==> src/rtl/mem_arbiter_if.sv <==
// Single-word memory request/response channel shared by both cache
// ports and the downstream memory side of the arbiter.
interface mem_arbiter_if;
    logic        ren;
    logic        wen;
    logic [31:0] addr;
    logic [3:0]  mask;
    logic [31:0] wdata;
    logic        ready;
    logic        valid;
    logic [31:0] rdata;

    modport master (
        output ren, wen, addr, mask, wdata,
        input  ready, valid, rdata
    );

    modport slave (
        input  ren, wen, addr, mask, wdata,
        output ready, valid, rdata
    );
endinterface

==> src/rtl/mem_arbiter.sv <==
// Two-port I/D cache arbiter onto one pipelined memory, owner-FIFO routed.
// Define MEM_ARB_RR_EN for round-robin; otherwise port 1 wins conflicts.
module mem_arbiter #(
    parameter int DEPTH = 4
) (
    input  logic          i_clk,
    input  logic          i_rst_n,
    mem_arbiter_if.slave  i_p0,
    mem_arbiter_if.slave  i_p1,
    mem_arbiter_if.master o_mem,
    output logic          o_err
);
    localparam int AW = $clog2(DEPTH);
    localparam logic [AW:0] FULL = (AW+1)'(DEPTH);

    logic          w_req0;
    logic          w_req1;
    logic          w_g0;
    logic          w_g1;
    logic          w_ren;
    logic          w_wen;
    logic [31:0]   w_addr;
    logic [3:0]    w_mask;
    logic [31:0]   w_wdata;
    logic          w_space;
    logic          w_ok;
    logic          w_push;
    logic          w_pop;
    logic          w_head;
    logic [AW-1:0] r_wr;
    logic [AW-1:0] r_rd;
    logic [AW:0]   r_count;
    logic [DEPTH-1:0] r_owner;
    logic          r_err;

    assign w_req0 = i_p0.ren | i_p0.wen;
    assign w_req1 = i_p1.ren | i_p1.wen;

`ifdef MEM_ARB_RR_EN
    logic r_prio;
    logic w_xfer;

    assign w_g0 = w_req0 & (~w_req1 | ~r_prio);
    assign w_g1 = w_req1 & (~w_req0 | r_prio);
    assign w_xfer = (o_mem.ren | o_mem.wen) & o_mem.ready;

    // Loser of the last accepted transfer gets the next conflict.
    always_ff @(posedge i_clk or negedge i_rst_n) begin
        if (!i_rst_n) begin
            r_prio <= 1'b0;
        end else if (w_xfer) begin
            r_prio <= ~w_g1;
        end
    end
`else
    assign w_g1 = w_req1;
    assign w_g0 = w_req0 & ~w_req1;
`endif

    always_comb begin
        w_ren   = 1'b0;
        w_wen   = 1'b0;
        w_addr  = '0;
        w_mask  = '0;
        w_wdata = '0;
        unique case (1'b1)
            w_g0: begin
                w_ren   = i_p0.ren;
                w_wen   = i_p0.wen & ~i_p0.ren;
                w_addr  = i_p0.addr;
                w_mask  = i_p0.mask;
                w_wdata = i_p0.wdata;
            end
            w_g1: begin
                w_ren   = i_p1.ren;
                w_wen   = i_p1.wen & ~i_p1.ren;
                w_addr  = i_p1.addr;
                w_mask  = i_p1.mask;
                w_wdata = i_p1.wdata;
            end
            default: ;
        endcase
    end

    // A full FIFO still takes a read when the head is popping this cycle.
    assign w_space = (r_count < FULL)
                   | ((r_count == FULL) & o_mem.valid);
    assign w_ok    = ~w_ren | w_space;

    assign o_mem.ren   = i_rst_n & w_ren & w_space;
    assign o_mem.wen   = i_rst_n & w_wen;
    assign o_mem.addr  = w_addr;
    assign o_mem.mask  = w_mask;
    assign o_mem.wdata = w_wdata;

    assign i_p0.ready = i_rst_n & w_g0 & o_mem.ready & w_ok;
    assign i_p1.ready = i_rst_n & w_g1 & o_mem.ready & w_ok;

    assign w_push = o_mem.ren & o_mem.ready;
    assign w_pop  = i_rst_n & o_mem.valid & (r_count != '0);
    assign w_head = r_owner[r_rd];

    assign i_p0.valid = w_pop & ~w_head;
    assign i_p1.valid = w_pop & w_head;
    assign i_p0.rdata = o_mem.rdata;
    assign i_p1.rdata = o_mem.rdata;
    assign o_err      = r_err;

    always_ff @(posedge i_clk or negedge i_rst_n) begin
        if (!i_rst_n) begin
            r_wr    <= '0;
            r_rd    <= '0;
            r_count <= '0;
            r_owner <= '0;
            r_err   <= 1'b0;
        end else begin
            if (w_push) begin
                r_owner[r_wr] <= w_g1;
                r_wr          <= r_wr + AW'(1);
            end
            if (w_pop) begin
                r_rd <= r_rd + AW'(1);
            end
            r_count <= r_count + (AW+1)'(w_push) - (AW+1)'(w_pop);
            if (o_mem.valid && r_count == '0) begin
                r_err <= 1'b1;
            end
        end
    end
endmodule

==> src/flat_wrapper.sv <==
// flat-port wrapper written by rule: the top's interface ports become plain ports
module mem_arbiter_flat 
#(
    parameter int DEPTH = 4
)
  (i_clk, i_rst_n, o_err, i_p0_ren, i_p0_wen, i_p0_addr, i_p0_mask, i_p0_wdata, i_p0_ready, i_p0_valid, i_p0_rdata, i_p1_ren, i_p1_wen, i_p1_addr, i_p1_mask, i_p1_wdata, i_p1_ready, i_p1_valid, i_p1_rdata, o_mem_ren, o_mem_wen, o_mem_addr, o_mem_mask, o_mem_wdata, o_mem_ready, o_mem_valid, o_mem_rdata);
  mem_arbiter_if i_p0_i ();
  mem_arbiter_if i_p1_i ();
  mem_arbiter_if o_mem_i ();
  input  logic i_clk;
  input  logic i_rst_n;
  output logic o_err;
  input wire logic [$bits(i_p0_i.ren)-1:0] i_p0_ren;
  input wire logic [$bits(i_p0_i.wen)-1:0] i_p0_wen;
  input wire logic [$bits(i_p0_i.addr)-1:0] i_p0_addr;
  input wire logic [$bits(i_p0_i.mask)-1:0] i_p0_mask;
  input wire logic [$bits(i_p0_i.wdata)-1:0] i_p0_wdata;
  output wire logic [$bits(i_p0_i.ready)-1:0] i_p0_ready;
  output wire logic [$bits(i_p0_i.valid)-1:0] i_p0_valid;
  output wire logic [$bits(i_p0_i.rdata)-1:0] i_p0_rdata;
  input wire logic [$bits(i_p1_i.ren)-1:0] i_p1_ren;
  input wire logic [$bits(i_p1_i.wen)-1:0] i_p1_wen;
  input wire logic [$bits(i_p1_i.addr)-1:0] i_p1_addr;
  input wire logic [$bits(i_p1_i.mask)-1:0] i_p1_mask;
  input wire logic [$bits(i_p1_i.wdata)-1:0] i_p1_wdata;
  output wire logic [$bits(i_p1_i.ready)-1:0] i_p1_ready;
  output wire logic [$bits(i_p1_i.valid)-1:0] i_p1_valid;
  output wire logic [$bits(i_p1_i.rdata)-1:0] i_p1_rdata;
  output wire logic [$bits(o_mem_i.ren)-1:0] o_mem_ren;
  output wire logic [$bits(o_mem_i.wen)-1:0] o_mem_wen;
  output wire logic [$bits(o_mem_i.addr)-1:0] o_mem_addr;
  output wire logic [$bits(o_mem_i.mask)-1:0] o_mem_mask;
  output wire logic [$bits(o_mem_i.wdata)-1:0] o_mem_wdata;
  input wire logic [$bits(o_mem_i.ready)-1:0] o_mem_ready;
  input wire logic [$bits(o_mem_i.valid)-1:0] o_mem_valid;
  input wire logic [$bits(o_mem_i.rdata)-1:0] o_mem_rdata;
  assign i_p0_i.ren = i_p0_ren;
  assign i_p0_i.wen = i_p0_wen;
  assign i_p0_i.addr = i_p0_addr;
  assign i_p0_i.mask = i_p0_mask;
  assign i_p0_i.wdata = i_p0_wdata;
  assign i_p0_ready = i_p0_i.ready;
  assign i_p0_valid = i_p0_i.valid;
  assign i_p0_rdata = i_p0_i.rdata;
  assign i_p1_i.ren = i_p1_ren;
  assign i_p1_i.wen = i_p1_wen;
  assign i_p1_i.addr = i_p1_addr;
  assign i_p1_i.mask = i_p1_mask;
  assign i_p1_i.wdata = i_p1_wdata;
  assign i_p1_ready = i_p1_i.ready;
  assign i_p1_valid = i_p1_i.valid;
  assign i_p1_rdata = i_p1_i.rdata;
  assign o_mem_ren = o_mem_i.ren;
  assign o_mem_wen = o_mem_i.wen;
  assign o_mem_addr = o_mem_i.addr;
  assign o_mem_mask = o_mem_i.mask;
  assign o_mem_wdata = o_mem_i.wdata;
  assign o_mem_i.ready = o_mem_ready;
  assign o_mem_i.valid = o_mem_valid;
  assign o_mem_i.rdata = o_mem_rdata;
  mem_arbiter #(.DEPTH(DEPTH)) u_core (.i_clk(i_clk), .i_rst_n(i_rst_n), .i_p0(i_p0_i), .i_p1(i_p1_i), .o_mem(o_mem_i), .o_err(o_err));
endmodule
==> config.mk <==
export PLATFORM = sky130hd
export DESIGN_NAME = mem_arbiter_flat
export DESIGN_NICKNAME = d
export VERILOG_FILES = /design/src/rtl/mem_arbiter_if.sv /design/src/rtl/mem_arbiter.sv /design/src/flat_wrapper.sv
export SDC_FILE = /design/constraint.sdc
export NUM_CORES = 1
export LEC_CHECK = 0
export CORE_AREA = 2 2 123 125
export CTS_CLUSTER_DIAMETER = 100
export CTS_CLUSTER_SIZE = 30
export DETAILED_ROUTE_END_ITERATION = 6
export DIE_AREA = 0 0 125 127
export GPL_TIMING_DRIVEN = 0
export PLACE_DENSITY = 0.53
export SKIP_LAST_GASP = 1
export SLEW_MARGIN = 20
export SYNTH_ARGS = -nofsm -noshare
export SYNTH_HDL_FRONTEND = slang
export SYNTH_SLANG_ARGS = --single-unit
==> constraint.sdc <==
create_clock -name i_clk -period 2.6 [get_ports i_clk]
set_input_delay 0.52 -clock i_clk [delete_from_list [all_inputs] [get_ports i_clk]]
set_output_delay 0.52 -clock i_clk [all_outputs]
set_load 0.05 [all_outputs]
**Word-level counts from Yosys, hierarchy flattened**

Index checks and enable logic that the tools add are counted.

- Reduce and logical (&&, ||, !) cells: 4
- Bitwise gates (word level): 27
- Add/subtract/negate cells: 4
- Equality and inequality tests: 1
- Magnitude comparators: 4
- Multiplexer cells: 10

Operators with widths:

| cell | count |
|---|---|
| $pmux 32 s2 | 2 |
| $and 1x1->1 | 18 |
| $pmux 4 s2 | 1 |
| $lt 2x3->1 const B | 2 |
| $not 1->1 | 5 |
| $add 2x1->2 const B | 2 |
| $bwmux 4 | 1 |
| $or 1x1->1 | 4 |
| $pmux 1 s2 | 2 |
| $add 3x1->3 | 1 |
| $eq 3x3->1 const B | 1 |
| $logic_not 3->1 | 1 |
| $lt 3x3->1 const B | 1 |
| $reduce_bool 3->1 | 1 |
| $sub 3x1->3 | 1 |
| $bmux 1 s2 | 1 |
| $demux 1 s2 | 1 |
| $ge 2x1->1 const B | 1 |
| $logic_and 1x1->1 | 2 |
| $mux 1 | 2 |

- Bits of input ports: 176
- Output and inout bits: 139
- Bits in registers: 12

**Longest topological paths before layout**

- Depth in word-level cells: 9
- Mapped depth: 9
- Depth with buffers taken out: 8

**Least setup slack after synthesis**

No wires, ideal clock.

- Path type: input port to output port
- From: in o_mem_valid
- To: out i_p0_ready
- Path slack: -0.246 ns
- Data arrival time: 2.326 ns
- Cell stages on the path: 3
- Cell sequence: or3b_1 -> buf_6 -> a311oi_1

- Cells in the longest elaborated chain, start to end: 4

RTL lines:

| element | line | RTL |
|---|---|---|
| start: declaration | flat_wrapper.sv:35 | `input wire logic [$bits(o_mem_i.valid)-1:0] o_mem_valid;` |
| $and 1x1->1 | mem_arbiter.sv:87 | `\| ((r_count == FULL) & o_mem.valid);` |
| $or 1x1->1 | mem_arbiter.sv:87 |  |
| $or 1x1->1 | mem_arbiter.sv:88 | `assign w_ok = ~w_ren \| w_space;` |
| $and 1x1->1 | mem_arbiter.sv:96 | `assign i_p0.ready = i_rst_n & w_g0 & o_mem.ready & w_ok;` |
| end: declaration | flat_wrapper.sv:18 | `output wire logic [$bits(i_p0_i.ready)-1:0] i_p0_ready;` |

Every way passes these cells.

**Worst setup path in the final report**

- From: in o_mem_valid
- To: reg u_core.r_count[2]

- Cells in the longest elaborated chain, start to end: 6
- Elaborated cells between the ends (all ways): 8

RTL lines:

| element | line | RTL |
|---|---|---|
| $and 1x1->1 | mem_arbiter.sv:87 |  |
| $or 1x1->1 | mem_arbiter.sv:87 |  |
| $and 1x1->1 | mem_arbiter.sv:90 | `assign o_mem.ren = i_rst_n & w_ren & w_space;` |
| $and 1x1->1 | mem_arbiter.sv:99 | `assign w_push = o_mem.ren & o_mem.ready;` |
| $add 3x1->3 | mem_arbiter.sv:124 | `r_count <= r_count + (AW+1)'(w_push) - (AW+1)'(w_pop);` |
| $sub 3x1->3 * | mem_arbiter.sv:124 |  |
| end signal: assignment | mem_arbiter.sv:124 |  |
| end: declaration | mem_arbiter.sv:32 | `logic [AW:0] r_count;` |

Every way passes the cells marked *; elsewhere a longest branch is shown, timed or not.
A chain may end at the register's enable or synchronous reset.

==> flow_summary.toml <==
[run_status]
status = "finished clean"

[clock_tree]
cts_sinks = 12
numCtsBuffers = 3
clk_path_buf_depth = 2
clockRootBuffer = "clkbuf_16"
cts_tree = "done"
path_clk_slew_ns = 0.04
ctsHoldBuffers = 0
insertion_delay_ns = 0.24
htreeDepth = 1

[floorplan]
dieHeight_um = 127
fp-row-count = 44
core_area_um2 = 14400
initial_core_util_pct = 13.1
die_area_um2 = 15900
ios = 315
die_x_um = 125

[grt]
grt_use_total_pct = 12.7
antenna_found_initial = 0
grt_pass1_wl_um = 16200
gr-total-overflow = 0
grt_max_degree = 21
grt_pass1_vias = 2856

[drt]
drt_iter0_drc = 38
num_vias = 2743
vias_per_cell = 3.99
drt_pass1_iterations = 4
wl_um = 11000
post_drt_wl_per_cell_um = 16.0
postRouteAntennaNets = 0
drcViolationCount = 0

[logic_synthesis]
synth.most_common_cell = "a22o_1"
synth-seq-cells = 12
synth_cell_types = 32
avgSynthCellArea_um2 = 8.75
synth-compound-area-share_pct = 36.4
yosys.area.top_type = "a22o_1"
synth_fa_ha_area_share_pct = 5.03
synth_top_family_by_area = "compound AO/OA/AOI/OAI gates"
netlist_instances = 216
synth_area_leaders = "a22o_1, buf_4, dfrtp_1"
muxShareOfSynthArea_pct = 4.37
synth_common_cells = "a22o_1, buf_4, clkbuf_1"
yosysSeqAreaShare_pct = 15.9
async_reset_ff_share_pct = 100
synthSimpleGateAreaFrac_pct = 5.23
synth_edf_count = 0
syn_area_um2 = 1890
synthXorXnorAreaFrac_pct = 2.32
synth_top_area_share_pct = 31.5
synth_ff_type = "dfrtp_1"
yosysWarningCount = 0
synth.net_count = 399

[placement]
numPortBuffers = 282
hpwl_um = 9670
routabilityCongestion = 0.820

[setup_path]
critPathMaxFanout = 8
cp.required_ns = 2.72
crit_top_cell = "ha_4"
r2r_start = "u_core.r_count[0]"
crit_path_max_incr_delay_ns = 0.45
critical_path_class = "in -> reg"
critPathArrivalTime_ns = 2.69
r2r_end = "u_core.r_count[2]"
cp-endpoint = "u_core.r_count[2]"
cp-end-kind = "flop"
reg2reg_slack_ns = 0.05
rr_worst_depth = 8
setup.worst_path.start = "o_mem_valid"
path_cells = "clkdlybuf4s15_2, or3b_4, a221o_2, ha_4, inv_2, ha_4, fa_2, xor2_1, xnor2_1"
start_kind = "input port"
slowest_stage = "a221o_2"

[hold_path]
min_path_type = "in -> async"

[timing]
maxSlewHeadroom_pct = 65.0
min_period_ns = 2.58
skew_ns = 0.00201
finalMaxSlewViolations = 0
tns_ns = 0
rsz0062_at_grt = "yes"
hold_viol = 0
tightest_slew_ns = 0.524
max_freq_ghz = 0.388
fin_crit_sh_pct = 99.1
setup_viol = 0

[cells_and_area]
nFillCells = 1500
nets = 688
fin_util_pct = 35.4
area_growth_syn_to_layout_pct = 170
diodes = 0
final_layout_size_suffix_gt1_share_pct = 35.3

[power]
p_leak_nw = 2.26
vdd_drop_max_mv = 0.502
power_density_nw_per_um2 = 464

[job]
cap_violations = 0
-- layer usage --
metal  global-route usage [%]  part of all wire (%)  up-vias
met4                     1.31                  0.59        0
met1                     15.7                    41     1257
met3                     2.55                   6.8        8
li1                         -                     -     1325
met2                     23.5                    51      153
met5                        0                     0        -
-- timing repair --
action,in CTS,in global routing
pin swaps,3,1
gates resized for setup,469,19
setup buffers,6,0
setup endpoints to repair,77,73
endpoints found under the hold margin,0,0
-- layout by cell type (no fill, tap or decap), types with 3 or more instances in the layout --
cell type,count
clkbuf_2,3
buf_4,104
clkdlybuf4s50_1,203
ha_1,4
clkbuf_4,5
nand2_1,3
dfrtp_1,12
buf_2,9
clkbuf_16,3
clkbuf_8,4
mux2_2,4
dlygate4sd2_1,4
inv_1,6
nand3_1,4
a221oi_1,4
a22o_1,68
xnor2_1,3
buf_6,27
-- critical path: cells and delay by family --
kind / cells / cell delay, ns
adder cells (fa/ha/maj): 3 / 0.75
AO/OA/AOI/OAI: 1 / 0.45
AND/OR/NAND/NOR: 1 / 0.44
XOR/XNOR: 2 / 0.28
buffers and inverters: 2 / 0.23
-- cells by family (layout without fill, tap and decap cells) --
group / count (synthesis) / count (layout)
multiplexers: 6 / 6
adder cells (fa/ha/maj): 7 / 7
AO/OA/AOI/OAI: 79 / 79
XOR/XNOR: 5 / 5
AND/OR/NAND/NOR: 19 / 19
flip-flops: 12 / 12
buffers and inverters: 88 / 376
-- registers in the layout (all words and copies together), names as in the netlist --
signal,cells
u_core.r_owner,4
u_core.r_count,3
u_core.r_rd,2
u_core.r_wr,2
u_core.o_err,1
-- final cells by class --
| type | count | area, um2 | area share [%] |
|---|---|---|---|
| flip-flops and latches | 12 | 300 | 5.88 |
| well taps | 184 | 230 | 4.51 |
| plain buffers | 77 | 594 | 11.6 |
| multi-input cells | 116 | 1070 | 21.0 |
| inverters | 7 | 26.3 | 0.515 |
| repair buffers | 288 | 2790 | 54.7 |
| clock buffers | 4 | 88.8 | 1.74 |
-- where the power goes --
group | total (mW) | internal, mW | switching [mW]
clock network | 0.311 | 0.232 | 0.0788
registers | 0.370 | 0.286 | 0.0840
logic | 1.69 | 0.753 | 0.935
total | 2.37 | 1.27 | 1.10
-- worst min path at each step --
stage               slack [ns]         start           endpoint  cells past startpoint
floorplan                 0.22       i_rst_n       u_core.o_err                      0
global placement          0.45  u_core.o_err       u_core.o_err                      1
detailed placement        0.46  u_core.o_err       u_core.o_err                      1
CTS                       0.33       i_rst_n  u_core.r_count[0]                      1
global route              0.23       i_rst_n  u_core.r_count[1]                      1
finish                    0.21       i_rst_n     u_core.r_wr[1]                      1
-- stage by stage --
step	setup WS, ns	cell area (um2)	hold slack, ns	total power, mW	std cells
2_1_floorplan	0.00349	1930	0.224	1.42	216
6_report	0.0233	5100	0.206	2.37	688
3_3_place_gp	-1.77	4980	0.450	2.04	682
3_5_place_dp	-1.89	4980	0.459	2.07	682
5_1_grt	-0.0481	5100	0.230	2.51	688
4_1_cts	-0.0192	5070	0.329	2.39	688
Power figures use the tool's default switching activity.
